==> src/rtl/paging_unit_if.sv <==
// paging_unit_if: core-side bus of the paging unit (special-register port, data/program translation channels, status).
// Ports (master = core, slave = paging_unit):
//   sr_ie/sr_sel/sr_in -> special-register write, sr_out <- combinational read of sr_sel
//   sup, pc_commit, irq_take -> core mode and control-flow events
//   d_req/d_we/d_vaddr -> data access, d_paddr/d_fault <- translated address and fault
//   p_req/p_vaddr -> fetch, p_paddr/p_fault <- translated address and fault
//   busy, fault_irq <- flush in progress, latched fault level
interface paging_unit_if #(
    parameter int VADDR_W = 16,
    parameter int PAGE_BITS = 4,
    parameter int PPN_W = 8
);
    localparam int PADDR_W = PPN_W + VADDR_W - PAGE_BITS;
    logic sr_ie;
    logic [15:0] sr_sel;
    logic [15:0] sr_in;
    logic [15:0] sr_out;
    logic sup;
    logic pc_commit;
    logic irq_take;
    logic d_req;
    logic d_we;
    logic [VADDR_W-1:0] d_vaddr;
    logic [PADDR_W-1:0] d_paddr;
    logic d_fault;
    logic p_req;
    logic [VADDR_W-1:0] p_vaddr;
    logic [PADDR_W-1:0] p_paddr;
    logic p_fault;
    logic busy;
    logic fault_irq;
    modport master (
        output sr_ie, sr_sel, sr_in, sup, pc_commit, irq_take, d_req, d_we, d_vaddr, p_req, p_vaddr,
        input sr_out, d_paddr, d_fault, p_paddr, p_fault, busy, fault_irq
    );
    modport slave (
        input sr_ie, sr_sel, sr_in, sup, pc_commit, irq_take, d_req, d_we, d_vaddr, p_req, p_vaddr,
        output sr_out, d_paddr, d_fault, p_paddr, p_fault, busy, fault_irq
    );
endinterface

==> src/rtl/paging_unit.sv <==
// paging_unit: translates data and program addresses through two page tables, latches faults, flushes tables in hardware.
// Ports:
//   clk - clock
//   rst - synchronous active-low reset (starts a table flush)
//   bus - paging_unit_if.slave: special-register access, data/program channels, busy and fault_irq
module paging_unit #(
    parameter int VADDR_W = 16,
    parameter int PAGE_BITS = 4,
    parameter int PPN_W = 8
) (
    input logic clk,
    input logic rst,
    paging_unit_if.slave bus
);
    localparam int ENTRIES = 2 ** PAGE_BITS;
    localparam int OFF_W = VADDR_W - PAGE_BITS;
    localparam int PADDR_W = PPN_W + OFF_W;
    typedef enum logic {IDLE, FLUSH} state_t;
    state_t state, state_d;
    logic [PAGE_BITS-1:0] cnt, cnt_d, idx, d_pg, p_pg;
    logic [ENTRIES-1:0] d_v, d_wp, p_v, p_wp;
    logic [PPN_W-1:0] d_ppn [ENTRIES];
    logic [PPN_W-1:0] p_ppn [ENTRIES];
    logic dpg, ppg, ppg_buf, fv, fw, fp, ovf;
    logic [1:0] sav;
    logic [VADDR_W-1:0] faddr;
    logic busy, wr, wr_ctrl, wr_fstat, sel_d, sel_p, unused;

    assign busy = state == FLUSH;
    assign wr = bus.sr_ie & bus.sup;
    assign wr_ctrl = wr && bus.sr_sel == 16'h0001;
    assign wr_fstat = wr && bus.sr_sel == 16'h0002;
    assign idx = bus.sr_sel[PAGE_BITS-1:0];
    assign sel_d = bus.sr_sel >= 16'h0100 && bus.sr_sel < 16'h0100 + 16'(ENTRIES);
    assign sel_p = bus.sr_sel >= 16'h0200 && bus.sr_sel < 16'h0200 + 16'(ENTRIES);
    assign unused = ^bus.sr_in;

    assign d_pg = bus.d_vaddr[VADDR_W-1 -: PAGE_BITS];
    assign p_pg = bus.p_vaddr[VADDR_W-1 -: PAGE_BITS];
    assign bus.d_paddr = dpg ? {d_ppn[d_pg], bus.d_vaddr[OFF_W-1:0]} : PADDR_W'(bus.d_vaddr);
    assign bus.p_paddr = ppg ? {p_ppn[p_pg], bus.p_vaddr[OFF_W-1:0]} : PADDR_W'(bus.p_vaddr);
    assign bus.d_fault = bus.d_req & dpg & ~busy & (~d_v[d_pg] | (bus.d_we & d_wp[d_pg]));
    assign bus.p_fault = bus.p_req & ppg & ~busy & ~p_v[p_pg];
    assign bus.busy = busy;
    assign bus.fault_irq = fv;

    assign bus.sr_out = bus.sr_sel == 16'h0001 ? {12'b0, ppg, busy, ppg_buf, dpg} :
                        bus.sr_sel == 16'h0002 ? {10'b0, sav, ovf, fp, fw, fv} :
                        bus.sr_sel == 16'h0003 ? 16'(faddr) :
                        sel_d ? {d_v[idx], d_wp[idx], 14'(d_ppn[idx])} :
                        sel_p ? {p_v[idx], p_wp[idx], 14'(p_ppn[idx])} : 16'h0000;

    always_ff @(posedge clk) begin
        if (!rst) begin
            state <= FLUSH;
            cnt <= '0;
        end else begin
            state <= state_d;
            cnt <= cnt_d;
        end
    end

    always_comb begin
        state_d = state;
        cnt_d = cnt;
        if (busy) begin
            cnt_d = cnt + 1'b1;
            if (&cnt) state_d = IDLE;
        end else if (wr_ctrl && bus.sr_in[2]) begin
            state_d = FLUSH;
            cnt_d = '0;
        end
    end

    // Table contents are not reset; the flush that follows reset invalidates them.
    always_ff @(posedge clk) begin
        if (busy) begin
            d_v[cnt] <= 1'b0;
            d_wp[cnt] <= 1'b0;
            p_v[cnt] <= 1'b0;
            p_wp[cnt] <= 1'b0;
        end else if (rst) begin
            if (wr && sel_d) begin
                d_v[idx] <= bus.sr_in[15];
                d_wp[idx] <= bus.sr_in[14];
                d_ppn[idx] <= bus.sr_in[PPN_W-1:0];
            end
            if (wr && sel_p) begin
                p_v[idx] <= bus.sr_in[15];
                p_wp[idx] <= bus.sr_in[14];
                p_ppn[idx] <= bus.sr_in[PPN_W-1:0];
            end
        end
    end

    // irq_take is applied last so it overrides a same-cycle CTRL write and pc_commit.
    always_ff @(posedge clk) begin
        if (!rst) begin
            {dpg, ppg, ppg_buf} <= '0;
            {ovf, fp, fw, fv} <= '0;
            sav <= '0;
            faddr <= '0;
        end else begin
            if (bus.pc_commit) ppg <= ppg_buf;
            if (wr_ctrl) begin
                dpg <= bus.sr_in[0];
                ppg_buf <= bus.sr_in[1];
            end
            if (bus.irq_take) begin
                sav <= {ppg, dpg};
                {dpg, ppg, ppg_buf} <= '0;
            end
            if (wr_fstat) {ovf, fp, fw, fv} <= '0;
            // A same-cycle FSTAT clear lets the new fault be recorded as the first one.
            if (bus.d_fault | bus.p_fault) begin
                if (fv & ~wr_fstat) ovf <= 1'b1;
                else begin
                    fv <= 1'b1;
                    fw <= bus.d_fault & bus.d_we;
                    fp <= ~bus.d_fault;
                    faddr <= bus.d_fault ? bus.d_vaddr : bus.p_vaddr;
                    ovf <= bus.d_fault & bus.p_fault;
                end
            end
        end
    end
endmodule
==> src/flat_wrapper.sv <==
// flat-port wrapper written by rule: the top's interface ports become plain ports
module paging_unit_flat 
#(
    parameter int VADDR_W = 16,
    parameter int PAGE_BITS = 4,
    parameter int PPN_W = 8
)
  (clk, rst, bus_sr_ie, bus_sr_sel, bus_sr_in, bus_sup, bus_pc_commit, bus_irq_take, bus_d_req, bus_d_we, bus_d_vaddr, bus_p_req, bus_p_vaddr, bus_sr_out, bus_d_paddr, bus_d_fault, bus_p_paddr, bus_p_fault, bus_busy, bus_fault_irq);
  paging_unit_if #(.VADDR_W(VADDR_W), .PAGE_BITS(PAGE_BITS), .PPN_W(PPN_W)) bus_i ();
  input logic clk;
  input logic rst;
  input wire logic [$bits(bus_i.sr_ie)-1:0] bus_sr_ie;
  input wire logic [$bits(bus_i.sr_sel)-1:0] bus_sr_sel;
  input wire logic [$bits(bus_i.sr_in)-1:0] bus_sr_in;
  input wire logic [$bits(bus_i.sup)-1:0] bus_sup;
  input wire logic [$bits(bus_i.pc_commit)-1:0] bus_pc_commit;
  input wire logic [$bits(bus_i.irq_take)-1:0] bus_irq_take;
  input wire logic [$bits(bus_i.d_req)-1:0] bus_d_req;
  input wire logic [$bits(bus_i.d_we)-1:0] bus_d_we;
  input wire logic [$bits(bus_i.d_vaddr)-1:0] bus_d_vaddr;
  input wire logic [$bits(bus_i.p_req)-1:0] bus_p_req;
  input wire logic [$bits(bus_i.p_vaddr)-1:0] bus_p_vaddr;
  output wire logic [$bits(bus_i.sr_out)-1:0] bus_sr_out;
  output wire logic [$bits(bus_i.d_paddr)-1:0] bus_d_paddr;
  output wire logic [$bits(bus_i.d_fault)-1:0] bus_d_fault;
  output wire logic [$bits(bus_i.p_paddr)-1:0] bus_p_paddr;
  output wire logic [$bits(bus_i.p_fault)-1:0] bus_p_fault;
  output wire logic [$bits(bus_i.busy)-1:0] bus_busy;
  output wire logic [$bits(bus_i.fault_irq)-1:0] bus_fault_irq;
  assign bus_i.sr_ie = bus_sr_ie;
  assign bus_i.sr_sel = bus_sr_sel;
  assign bus_i.sr_in = bus_sr_in;
  assign bus_i.sup = bus_sup;
  assign bus_i.pc_commit = bus_pc_commit;
  assign bus_i.irq_take = bus_irq_take;
  assign bus_i.d_req = bus_d_req;
  assign bus_i.d_we = bus_d_we;
  assign bus_i.d_vaddr = bus_d_vaddr;
  assign bus_i.p_req = bus_p_req;
  assign bus_i.p_vaddr = bus_p_vaddr;
  assign bus_sr_out = bus_i.sr_out;
  assign bus_d_paddr = bus_i.d_paddr;
  assign bus_d_fault = bus_i.d_fault;
  assign bus_p_paddr = bus_i.p_paddr;
  assign bus_p_fault = bus_i.p_fault;
  assign bus_busy = bus_i.busy;
  assign bus_fault_irq = bus_i.fault_irq;
  paging_unit #(.VADDR_W(VADDR_W), .PAGE_BITS(PAGE_BITS), .PPN_W(PPN_W)) u_core (.clk(clk), .rst(rst), .bus(bus_i));
endmodule
==> config.mk <==
export PLATFORM = sky130hd
export DESIGN_NAME = paging_unit_flat
export DESIGN_NICKNAME = d
export VERILOG_FILES = /design/src/rtl/paging_unit_if.sv /design/src/rtl/paging_unit.sv /design/src/flat_wrapper.sv
export SDC_FILE = /design/constraint.sdc
export NUM_CORES = 1
export LEC_CHECK = 0
export BUFFER_PORTS_ARGS = -buffer_cell sky130_fd_sc_hd__buf_2
export CORE_ASPECT_RATIO = 1.75
export CORE_UTILIZATION = 57
export CTS_BUF_LIST = sky130_fd_sc_hd__clkbuf_4
export DETAILED_ROUTE_END_ITERATION = 8
export PLACE_DENSITY = 0.83
export SETUP_SLACK_MARGIN = 0.02
export SYNTH_ARGS = -nofsm -noshare
export SYNTH_HDL_FRONTEND = slang
export SYNTH_SLANG_ARGS = --single-unit
==> constraint.sdc <==
create_clock -name clk -period 3.2 [get_ports clk]
set_clock_uncertainty 0.2 [all_clocks]
set_input_delay 0.64 -clock clk [delete_from_list [all_inputs] [get_ports clk]]
set_output_delay 0.64 -clock clk [all_outputs]
set_load 0.02 [all_outputs]
==> summary.txt <==
Yosys
  • Area of the mapped netlist: 17800 sq um
  • Net count after synthesis: 1243
  • #FFs+latches synth: 350
  • Synth warnings: 0
  • Count of cell types in the netlist: 59
  • Register area share after synthesis: 57.2%
  • Number of synthesized flops with an enable pin: 320
  • Cells after Synth: around 1200
  • Syn_area_per_cell: approximately 15 sq um
  • Synth Flop Type: edfxtp_1
  • FFs w/ async S/R, synth: 0%

Critical path
  • Worst Path Max Fanout: 2
  • CP Capture Type: output pin
  • CP arrival: between 3000 and 4000 ps
  • Worst Path Required: 2360 ps
  • Cell seen most often among critical-path stages: mux4_2
  • Crit Path Category: register to output pin
  • CP peak stage delay: roughly 590 ps
  • CP bufs+invs: 1
  • Crit-path cells: mux4_2, mux4_2, a22o_1, a221o_1, buf_6
  • Crit start category: register
  • Flop2flop setup slack: between 150 and 200 ps
  • CP delay by family, top: multiplexers
  • Critical path's slowest cell: mux4_2

STA
  • Max frequency: roughly 260 MHz
  • Fin crit period: between 3000 and 4000 ps
  • Unrepaired setup endpoints after global routing: yes
  • Final hold vios: 0
  • Slew Viols, Final: 0
  • Final period utilization: 120%
  • Worst Slack Setup Final: -652 ps
  • Slew margin rel.: a little over 40%
  • Final setup vio count: 26
  • Slew @ Worst Pin: just under 900 ps
  • Setup TNS: -7020 ps

Die
  • Core Footprint: 30700 sq um
  • Die width: approximately 140 um
  • Starting Density: about three fifths
  • Die height: 236 um
  • # IOs: 133
  • DIE AREA: 32000 sq um
  • Row count: between 80 and 90

Run status
  • Failing checks: setup timing
  • Status: finished with violations

Power
  • Lkg Pwr: 8.13 nW
  • Maximum vdd drop: 0.292 mV
  • Total power: roughly 10 mW
  • Power per cell area: between 400 and 500 nW/um^2

Global route
  • Tot GR Track Use: roughly 36%
  • GRT met2 Usage: 59.7%
  • Largest net degree at the start of global routing: 57
  • Vias in the first global route: between 10000 and 15000
  • Met3 GRT Util: 8.25%
  • Initial antenna violation count: 1
  • Met1 Usage GRT: a little under two fifths
  • GRT overflow: 0
  • GR peak layer: met2
  • First-pass GRT wire length: a little over 80 mm

Detailed routing
  • DR pass1 iterations: 6
  • Antenna-violating nets left: 0
  • Detailed-route via count: 13100
  • DR iter-0 viols: about 1800
  • DRC: 0
  • WL per Instance: roughly 30 um
  • Vias per inst: approximately 6.9
  • Total wire length: about 56 mm

Placement
  • I/O Buffers: around 130
  • DPL Wire Length: 37.0 mm
  • GP Congestion: 0.917
  • Place WS: -419 ps

Min path
  • Worst hold path type: primary input to register

Clocking
  • Worst-path clk slew: about 70 ps
  • Clk root buf: clkbuf_4
  • Clk_lat worst skew: 800 ps
  • H-Tree Depth: 3
  • CTS tree: built
  • Total CTS buffers: 77
  • Clock Sinks: 350
  • Max clock buf depth: 3

Finish
  • Area of the multi-input gates: ~7300 sq um
  • Nets@finish: roughly 1500
  • Layout cells sized above 1: between 40% and 50%
  • Layout Area Growth over Synthesis: 22.2%
  • Storage element area: 10200 sq um
  • Filler instances: about 1800

Run
  • Max Cap Viol: 0
area by class of cell:
| cell class | instances | area share [%] |
|---|---|---|
| clock inverters | 32 | 1.10 |
| flip-flops and latches | 350 | 46.8 |
| inverters | 15 | 0.264 |
| multi-input cells | 693 | 33.6 |
| diodes | 1 | 0.0115 |
| clock buffers | 98 | 3.37 |
| well taps | 391 | 2.24 |
| repair buffers | 307 | 12.6 |
power breakdown:
group / leakage [nW] / switching (mW) / internal [mW]
Clock: 0.563 / 1.80 / 1.76
Sequential: 3.27 / 0.170 / 5.15
Combinational: 4.29 / 0.616 / 0.616
Total: 8.13 / 2.58 / 7.53
through the flow:
stage | instance area (sq um) | utilization (%) | instances | hold WS, ps
3_5_place_dp | 20000 | 65.2 | 1714 | 302
6_report | 21800 | 71.0 | 1887 | 67.9
3_3_place_gp | 20000 | 65.2 | 1714 | 275
4_1_cts | 21600 | 70.2 | 1876 | 13.7
5_1_grt | 21800 | 71.0 | 1887 | 65.7
2_1_floorplan | 18100 | - | 1166 | 262
path summary, 6_finish.rpt:
check / from / to / depth (start not counted)
max reg2reg: u_core.d_wp[5] / u_core.faddr[11] / 8
min: bus_sup / u_core.cnt[1] / 4
max: u_core.p_ppn[12][4] / bus_sr_out[4] / 5
min reg2reg: u_core.fp / u_core.fp / 2
Yosys cell counts (3+ instances only):
cell,instances,area [sq um]
a21boi_0,9,67.6
a21o_1,36,270
a21oi_1,9,45.0
a221o_1,6,60.1
a222oi_1,4,40.0
a31oi_1,9,56.3
and2_1,15,93.8
buf_1,8,30.0
buf_2,20,100
buf_4,31,233
clkbuf_1,47,176
dfxtp_1,30,601
edfxtp_1,320,9610
ha_1,4,50.1
inv_1,14,52.6
mux2_2,6,67.6
mux2i_1,16,160
mux4_2,184,4140
nand2_1,90,338
nand2b_1,8,50.1
nand3_1,42,210
nand4_1,4,25.0
nor2_1,124,465
nor2b_1,15,93.8
nor3_1,23,115
o211a_1,11,110
o21a_1,14,105
o21ai_0,25,125
o221ai_1,3,26.3
or3_1,3,18.8
worst min-delay path: cells and delay by family:
family,cells,cell delay [ps]
AOI/OAI and AO/OA,1,60
buffers and inverters,1,90
and+or+nand+nor,2,240
registers in the layout (all words and copies together), names as in the netlist, 2 cells and up:
signal,flops
u_core.d_ppn,128
u_core.p_ppn,128
u_core.d_v,16
u_core.d_wp,16
u_core.faddr,16
u_core.p_v,16
u_core.p_wp,16
u_core.cnt,4
u_core.sav,2
metal layers:
| metal | vias to the layer above | part of all wire [%] |
|---|---|---|
| li1 | 5254 | - |
| met1 | 6437 | 29 |
| met2 | 1070 | 51 |
| met3 | 318 | 10 |
| met4 | 0 | 9.9 |
| met5 | - | 0 |
logic make-up after synthesis:
group,Yosys count,synth area share (%)
buf+inv,123,3.46
flops,350,57.2
xor+xnor,2,0.0982
mux,206,24.5
fa+ha+maj,4,0.280
simple gates,338,8.53
compound gates,143,5.92
cells in the final DEF, fill, tap and decap left out, types with 4 or more instances in the layout:
cell type	count
edfxtp_1	320
mux4_2	184
buf_4	129
nor2_1	112
clkbuf_4	99
buf_2	90
nand2_1	83
nand3_1	40
buf_12	37
a21o_1	36
buf_6	32
dfxtp_1	28
nor3_1	23
o21ai_0	20
clkinv_1	20
mux2i_1	16
dlygate4sd3_1	15
o21a_1	14
nor2b_1	13
and2_4	13
nor2_4	12
o211a_1	11
a21boi_0	9
nand2b_1	8
inv_2	8
inv_1	7
a21oi_1	7
a31oi_1	7
nand2_2	7
a221o_1	6
clkinv_2	6
a222oi_1	4
nand4_1	4
ha_1	4
bufinv_16	4
timing repair:
action | CTS | global route
gates resized for setup | 100 | 34
cloned | 0 | 1
buffers inserted | 17 | 9
hold endpoints to repair | 16 | 0
hold buffers | 15 | 0
endpoints found under the setup margin | 33 | 33
pin swaps | 23 | 14
Power figures use the tool's default switching activity.
